[config.mk]
export PLATFORM = sky130hd
export DESIGN_NAME = otter_hazard_unit
export DESIGN_NICKNAME = d
export VERILOG_FILES = /design/src/rtl/otter_pipe_pkg.sv /design/src/rtl/otter_fwd_match.sv /design/src/rtl/otter_hazard_unit.sv
export SDC_FILE = /design/constraint.sdc
export NUM_CORES = 1
export LEC_CHECK = 0
export BUFFER_PORTS_ARGS = -buffer_cell sky130_fd_sc_hd__buf_4
export CAP_MARGIN = 20
export CORE_MARGIN = 1
export CORE_UTILIZATION = 46
export DETAILED_ROUTE_END_ITERATION = 6
export PLACE_DENSITY = 0.74
export SETUP_SLACK_MARGIN = 0.1
export SLEW_MARGIN = 5
export SYNTH_ARGS = -nofsm -noshare
export SYNTH_HDL_FRONTEND = slang
export SYNTH_SLANG_ARGS = --single-unit
[constraint.sdc]
create_clock -name CLK -period 2.11 [get_ports CLK]
set_input_delay 0.3165 -clock CLK [delete_from_list [all_inputs] [get_ports CLK]]
set_output_delay 0.3165 -clock CLK [all_outputs]
set_load 0.05 [all_outputs]
[src/rtl/otter_pipe_pkg.sv]
// Shared pipeline types for the OTTER core: scoreboard entry, forwarding encoding, opcodes.
package otter_pipe_pkg;

  localparam int RD_MAX_W = 8;
  localparam int FWD_RF   = 0;

  typedef struct packed {
    logic                valid;
    logic [RD_MAX_W-1:0] rd;
    logic                is_load;
  } sb_entry_t;

  typedef enum logic [6:0] {
    OP_LUI    = 7'b0110111,
    OP_AUIPC  = 7'b0010111,
    OP_JAL    = 7'b1101111,
    OP_JALR   = 7'b1100111,
    OP_BRANCH = 7'b1100011,
    OP_LOAD   = 7'b0000011,
    OP_STORE  = 7'b0100011,
    OP_IMM    = 7'b0010011,
    OP_REG    = 7'b0110011,
    OP_SYSTEM = 7'b1110011
  } opcode_t;

endpackage

[src/rtl/otter_fwd_match.sv]
// Youngest-match priority encoder for one source operand against the scoreboard.
module otter_fwd_match #(
  parameter int DEPTH = 3,
  parameter int RA_W  = 5,
  parameter int SEL_W = $clog2(DEPTH+1)
) (
  input  logic                       used,
  input  logic [RA_W-1:0]            addr,
  input  logic [DEPTH:1]             ent_valid,
  input  logic [DEPTH:1]             ent_load,
  input  logic [DEPTH:1][RA_W-1:0]   ent_rd,
  output logic [SEL_W-1:0]           sel,
  output logic                       hit_load
);

  // Scan oldest to youngest so the lowest matching index is what remains.
  always_comb begin
    sel      = '0;
    hit_load = 1'b0;
    for (int k = DEPTH; k >= 1; k--) begin
      if (used && addr != '0 && ent_valid[k] && ent_rd[k] == addr) begin
        sel      = SEL_W'(k);
        hit_load = ent_load[k];
      end
    end
  end

endmodule

[src/rtl/otter_hazard_unit.sv]
// Hazard/forwarding controller: scoreboard of in-flight rd, operand forwarding, load-use stall, redirect flush.
// Optional OTTER_HAZARD_STATS_EN adds saturating stall/flush counters.
module otter_hazard_unit
  import otter_pipe_pkg::*;
#(
  parameter int DEPTH      = 3,
  parameter int LOAD_AVAIL = 2,
  parameter int RA_W       = 5,
  parameter int SEL_W      = $clog2(DEPTH+1)
) (
  input  logic             CLK,
  input  logic             RESET_N,
  input  logic             de_valid,
  input  logic [RA_W-1:0]  de_rs1_addr,
  input  logic             de_rs1_used,
  input  logic [RA_W-1:0]  de_rs2_addr,
  input  logic             de_rs2_used,
  input  logic [RA_W-1:0]  de_rd_addr,
  input  logic             de_rd_used,
  input  logic             de_is_load,
  input  logic             ex_redirect,
  output logic             pc_write,
  output logic             if_de_hold,
  output logic             flush_de,
  output logic             bubble_ex,
  output logic [SEL_W-1:0] fwd_sel_a,
  output logic [SEL_W-1:0] fwd_sel_b
`ifdef OTTER_HAZARD_STATS_EN
  ,
  output logic [15:0]      stall_cnt,
  output logic [15:0]      flush_cnt
`endif
);

  localparam int NUM_OPS = 2;

  sb_entry_t sb [DEPTH:1];

  logic [DEPTH:1]                ent_valid, ent_load;
  logic [DEPTH:1][RA_W-1:0]      ent_rd;
  logic [NUM_OPS-1:0]            op_used, op_ld, load_use;
  logic [NUM_OPS-1:0][RA_W-1:0]  op_addr;
  logic [NUM_OPS-1:0][SEL_W-1:0] op_sel;
  logic                          stall, insert;

  genvar g;
  generate
    for (g = 1; g <= DEPTH; g++) begin : g_flat
      assign ent_valid[g] = sb[g].valid;
      assign ent_load[g]  = sb[g].is_load;
      assign ent_rd[g]    = RA_W'(sb[g].rd);
    end
  endgenerate

  assign op_used = {de_valid && de_rs2_used, de_valid && de_rs1_used};
  assign op_addr = {de_rs2_addr, de_rs1_addr};

  generate
    for (g = 0; g < NUM_OPS; g++) begin : g_op
      otter_fwd_match #(.DEPTH(DEPTH), .RA_W(RA_W), .SEL_W(SEL_W)) u_match (
        .used      (op_used[g]),
        .addr      (op_addr[g]),
        .ent_valid (ent_valid),
        .ent_load  (ent_load),
        .ent_rd    (ent_rd),
        .sel       (op_sel[g]),
        .hit_load  (op_ld[g])
      );
      assign load_use[g] = op_ld[g] && (int'(op_sel[g]) < LOAD_AVAIL);
    end
  endgenerate

  // Outputs are gated by RESET_N so an asserted reset takes effect within the cycle.
  assign stall      = RESET_N && de_valid && (|load_use) && !ex_redirect;
  assign pc_write   = !stall;
  assign if_de_hold = stall;
  assign flush_de   = RESET_N && ex_redirect;
  assign bubble_ex  = stall || (RESET_N && ex_redirect);
  assign fwd_sel_a  = (RESET_N && !stall) ? op_sel[0] : SEL_W'(FWD_RF);
  assign fwd_sel_b  = (RESET_N && !stall) ? op_sel[1] : SEL_W'(FWD_RF);

  assign insert = de_valid && de_rd_used && de_rd_addr != '0 && !stall && !ex_redirect;

  always_ff @(posedge CLK or negedge RESET_N) begin
    if (!RESET_N) begin
      for (int k = 1; k <= DEPTH; k++) sb[k] <= '0;
    end else begin
      for (int k = DEPTH; k >= 2; k--) sb[k] <= sb[k-1];
      sb[1] <= insert ? '{valid: 1'b1, rd: RD_MAX_W'(de_rd_addr), is_load: de_is_load} : '0;
    end
  end

`ifdef OTTER_HAZARD_STATS_EN
  always_ff @(posedge CLK or negedge RESET_N) begin
    if (!RESET_N) begin
      stall_cnt <= '0;
      flush_cnt <= '0;
    end else begin
      if (stall && stall_cnt != 16'hFFFF)       stall_cnt <= stall_cnt + 16'd1;
      if (ex_redirect && flush_cnt != 16'hFFFF) flush_cnt <= flush_cnt + 16'd1;
    end
  end
`endif

endmodule

## Word-level counts from Yosys, hierarchy flattened

Cells that the tools add are included.

| storage, ports and cells | value |
|---|---|
| output and inout port bits | 8 |
| word-level logic and storage cells | 66 |
| bits of input ports | 23 |
| register bits | 21 |

| operators by class | value |
|---|---|
| order comparisons | 2 |
| equality and inequality tests | 6 |
| muxes and demuxes | 15 |
| reduce and logical (&&, ||, !) cells | 34 |

Operators by type and width:

| operator | count |
|---|---|
| $eq 5x5->1 | 6 |
| $logic_and 1x1->1 | 27 |
| $mux 2 | 8 |
| $reduce_bool 5->1 | 3 |
| $mux 10 | 1 |
| $mux 1 | 6 |
| $lt 2x2->1 const B | 2 |
| $logic_not 1->1 | 2 |
| $reduce_or 2->1 | 1 |
| $logic_or 1x1->1 | 1 |

## Logic depth before layout (Yosys ltp)

| logic depth | value |
|---|---|
| depth after elaboration | 16 |
| gate-level depth with buffers | 5 |
| gate-level depth less buffers | 5 |

## By module

Synthesis repeated with hierarchy kept, for this count alone.

| unflattened totals | value |
|---|---|
| cell total of the unflattened synthesis | 111 |
| area total of the unflattened synthesis | 1261.2 µm² |

Modules (own cells, without submodules):

| module | sequential area each (µm²) | area each (µm²) | cells an instance | instances |
|---|---|---|---|---|
| otter_hazard_unit | 525.5 | 745.7 | 47 | 1 |
| otter_fwd_match | 0.0 | 257.7 | 32 | 2 |

## Worst setup path before layout

No wires, ideal clock.

| timing path | value |
|---|---|
| kind | register to output |
| start point | register sb (netlist bit ent_rd[2]) |
| end point | output port pc_write |
| slack | -1.234 ns |
| stages on the path, launching flop included | 6 |
| data required time | 1.794 ns |
| data arrival time | 3.027 ns |
| path buffers | 0 |
| cell sequence | dfrtp_1 > xor2_1 > nor4_4 > nand4_4 > a211oi_1 > inv_1 |

| on the way | value |
|---|---|
| word-level cells in the longest chain between the ends | 9 |
| elaborated cells between the ends (all ways) | 16 |
| those cells by class | 2 x order compare; 2 x eq/ne; 4 x mux; 8 x reduce/logical |

Ends and longest elaborated chain:

| what | line | text |
|---|---|---|
| start: declaration | otter_hazard_unit.sv:37 | `sb_entry_t sb [DEPTH:1];` |
| $eq 5x5->1 | otter_fwd_match.sv:21 | `if (used && addr != '0 && ent_valid[k] && ent_rd[k] == addr) begin` |
| $logic_and 1x1->1 | otter_fwd_match.sv:21 |  |
| $mux 2 | otter_fwd_match.sv:21 |  |
| $lt 2x2->1 | otter_hazard_unit.sv:69 | `assign load_use[g] = op_ld[g] && (int'(op_sel[g]) < LOAD_AVAIL);` |
| $logic_and 1x1->1 | otter_hazard_unit.sv:69 |  |
| $reduce_or 2->1 (*) | otter_hazard_unit.sv:74 | `assign stall = RESET_N && de_valid && (\|load_use) && !ex_redirect;` |
| $logic_and 1x1->1 (*) (2 in series) | otter_hazard_unit.sv:74 |  |
| net if_de_hold | otter_hazard_unit.sv:23 | `output logic if_de_hold,` |
| $logic_not 1->1 (*) | otter_hazard_unit.sv:75 | `assign pc_write = !stall;` |
| end: declaration | otter_hazard_unit.sv:22 | `output logic pc_write,` |

Mark *: on every way through the listed nets, which the timed path passes. The rest lies on a longest branch.

## Worst setup path after layout

| timing path | value |
|---|---|
| start point | register sb (netlist bit ent_rd[4]) |
| end point | output port fwd_sel_a[1] |

| on the way | value |
|---|---|
| word-level cells in the longest chain between the ends | 11 |
| elaborated cells between the ends (all ways) | 18 |
| those cells by class | 2 x order compare; 2 x eq/ne; 5 x mux; 9 x reduce/logical |

Ends and longest elaborated chain:

| what | line | text |
|---|---|---|
| $eq 5x5->1 | otter_fwd_match.sv:21 |  |
| $logic_and 1x1->1 | otter_fwd_match.sv:21 |  |
| $mux 2 | otter_fwd_match.sv:21 |  |
| $lt 2x2->1 | otter_hazard_unit.sv:69 |  |
| $logic_and 1x1->1 | otter_hazard_unit.sv:69 |  |
| $reduce_or 2->1 | otter_hazard_unit.sv:74 |  |
| $logic_and 1x1->1 (2 in series) | otter_hazard_unit.sv:74 |  |
| $logic_not 1->1 | otter_hazard_unit.sv:79 | `assign fwd_sel_a = (RESET_N && !stall) ? op_sel[0] : SEL_W'(FWD_RF);` |
| $logic_and 1x1->1 | otter_hazard_unit.sv:79 |  |
| $mux 2 (*) | otter_hazard_unit.sv:79 |  |
| end: declaration | otter_hazard_unit.sv:26 | `output logic [SEL_W-1:0] fwd_sel_a,` |

Every way passes the cells marked *; elsewhere a longest branch is shown, timed or not.

==> impl_metrics.py <==
metrics = {
    "synth": {
        "synth_seq_area_share_pct": 42.3,
        "ys_warn_count": 0,
        "synth_area_um2": 1120,
        "syn-num-nets": 119,
        "synth.avg_cell_area_um2": 11.7,
        "synthesis.instances": 96,
        "synth.distinct_cells": 28,
        "ys_seq_elements": 19,
    },
    "cells_and_area": {
        "post-route-util_pct": 75.9,
        "layout_common_cells": "buf_4, dfrtp_1, xor2_1",
        "diodes": 0,
        "multi_input_area_um2": 698,
        "drive_gt1_share_pct": 48.4,
        "final_common_cell": "buf_4",
        "nets": 181,
        "syn2layout_area_growth_pct": 52.1,
        "seqCellArea_um2": 475,
        "fin_area_um2": 1710,
        "fill_cells": 161,
    },
    "status": {
        "violations": "setup timing",
        "status": "complete, but fails checks",
    },
    "run": {
        "drv_cap": 0,
    },
    "sta": {
        "final-max-slew-violation-count": 0,
        "setup_viol_count_final": 7,
        "period_minus_slack_ns": 2.54,
        "tightest_slew_ns": 0.339,
        "max_clock_freq_ghz": 0.393,
        "hold_viol": 0,
        "setup_ws_ns": -0.434,
        "fin_crit_sh_pct": 121,
        "skew_ns": 0.00665,
        "slew_headroom_pct": 77.4,
        "rsz0062_at_grt": "yes",
    },
    "routing": {
        "viasPerCell": 5.21,
        "wl_per_cell_um": 15.3,
        "drtAntennaViolNets": 0,
        "first_pass_iters": 4,
        "drt-total-wl_mm": 2.83,
        "dr_total_vias": 963,
        "drc_errors": 0,
        "initialDrtViolationCount": 5,
    },
    "global_route": {
        "use_met2_pct": 42.6,
        "gr-usage-met3_pct": 3.57,
        "grt_max_degree": 13,
        "track_usage_pct": 25.3,
        "grt-ovfl-total": 0,
        "grtUsageMet1_pct": 32.1,
        "grt-busiest-layer": "met2",
        "antenna_found_initial": 0,
        "first_global_vias": 1103,
        "grt_pass1_wl_mm": 4.75,
    },
    "cts": {
        "clkTransAtPathRegs_ns": 0.11,
        "clockBufferDepth": 2,
        "cts_buffers": 3,
        "cts-htree-levels": 1,
        "cts.sinks": 19,
        "cts_tree": "yes",
        "cts_root_buf": "clkbuf_4",
        "insertion_delay_ns": 0.31,
    },
    "floorplan": {
        "core_area_um2": 2250,
        "fp.dieW_um": 51.5,
        "chipHeight_um": 51.5,
        "rows": 17,
        "initial_core_util_pct": 49.9,
        "pin_count": 31,
        "die-area_um2": 2650,
    },
    "placement": {
        "dpl-instance-area_um2": 1590,
        "place.gp.congestion": 0.914,
        "port_buffers": 30,
        "dp_hpwl_mm": 2.25,
    },
    "power_and_ir_drop": {
        "p_leak_nw": 0.791,
        "p_sw_share_pct": 28.3,
        "p_sw_mw": 0.209,
        "p_comb_share_pct": 22.6,
        "power.internal_mw": 0.531,
        "power_density_nw_per_um2": 433,
        "clkPwrFrac_pct": 25.5,
        "ir_drop_uv": 391,
        "pwr-share-seq_pct": 51.9,
    },
    "setup_path": {
        "critical_path_class": "reg -> out",
        "cp-end-kind": "output port",
        "cp-start-kind": "flop",
        "critPathMaxFanout": 3,
        "worstPathArrival_ns": 2.23,
        "cp.required_ns": 1.79,
    },
    "min_path": {
        "hold_path.class": "in -> reg",
    },
}
[path summary, 6_finish.rpt]
kind | from | end | cells after the start | slack, ns
worst max-delay path | ent_rd[4] | fwd_sel_a[1] | 8 | -0.43
worst min-delay path | de_rd_addr[1] | ent_rd[1] | 2 | 0.27
worst max register to register | ent_rd[4] | ent_load[1] | 8 | 0.24
worst min register to register | ent_valid[2] | ent_valid[3] | 0 | 0.44
max in group asynchronous | RESET_N | ent_load[1] | 3 | 0.86
min in group asynchronous | RESET_N | ent_rd[7] | 3 | 0.52
[critical path: stages (launching register included)]
cell	delay, ns
dfrtp_1	0.41
xor2_1	0.15
nor4_2	0.27
buf_4	0.16
nand4b_4	0.11
a2111oi_4	0.41
buf_4	0.21
nor3_4	0.04
buf_6	0.16
[stage by stage]
stage               setup slack (ns)  hold WS (ns)  std cells  total power [mW]  setup TNS (ns)
global placement              -0.181         0.152        174             0.548          -0.989
finish                        -0.434         0.270        185             0.740           -2.75
floorplan                     -0.341        0.0209         96             0.460           -1.24
global route                  -0.594         0.259        185             0.777           -3.73
detailed placement            -0.183         0.154        174             0.553           -1.07
CTS                           -0.432         0.261        183             0.750           -2.83
[routing by layer]
layer  share of wire [%]  routed length [um]
met1                  45                1260
met2                  49                1380
met3                 3.9                 111
met4                 2.4                  69
met5                   0                   0
[power groups by stage]
stage                     Clock, mW  Combinational [mW]  Sequential, mW
after detailed placement          0               0.161           0.392
after CTS                     0.198               0.168           0.384
after global placement            0               0.157           0.391
after global routing          0.210               0.182           0.385
after floorplan                   0              0.0706           0.389
final                         0.189               0.167           0.384
[state kept, by name, indices dropped and copies added, names as in the netlist]
| name | flops |
|---|---|
| ent_rd | 15 |
| ent_valid | 3 |
| ent_load | 1 |
[what timing repair did]
action / in CTS / in global routing
setup endpoints to repair: 7 / 14
pin swaps: 5 / 1
buffers inserted: 3 / 2
endpoints found under the hold margin: 7 / 0
hold buffers: 2 / 0
resized for setup: 6 / 2
[cells in the mapped netlist]
cell,count,area (um2)
nand4_1,3,18.8
nand4_4,1,21.3
or4_1,2,15.0
o311a_1,1,10.0
nand4b_4,1,23.8
nor3_1,4,20.0
nand2b_1,2,12.5
o211ai_2,1,12.5
a211oi_4,1,20.0
xor2_1,16,140
and4_1,1,8.76
nor4_1,2,12.5
or3_1,1,6.26
nor4_4,1,21.3
or2_1,1,6.26
nor4b_2,1,15.0
a2111oi_4,1,27.5
inv_1,4,15.0
nor3b_1,5,37.5
and4b_1,1,10.0
nor2_1,2,7.51
dfrtp_1,19,475
o21ai_0,1,5.00
a211oi_1,3,22.5
nand2_1,5,18.8
xnor2_1,14,123
nor4_2,1,12.5
and2_1,1,6.26
[cells by family after synthesis]
family	after synthesis	synth area share, %
buffers and inverters	4	1.33
AND/OR/NAND/NOR	35	24.4
AO/OA/AOI/OAI	8	8.68
XOR/XNOR	30	23.4
flip-flops	19	42.3
[final cells by class]
class | count | share of cell area (%)
Sequential cell | 19 | 27.8
Multi-Input combinational cell | 73 | 40.8
Clock buffer | 3 | 1.32
Timing Repair Buffer | 57 | 26.8
Inverter | 4 | 0.878
Tap cell | 28 | 2.05
Clock inverter | 1 | 0.293
(Power assumes the default switching activity.)
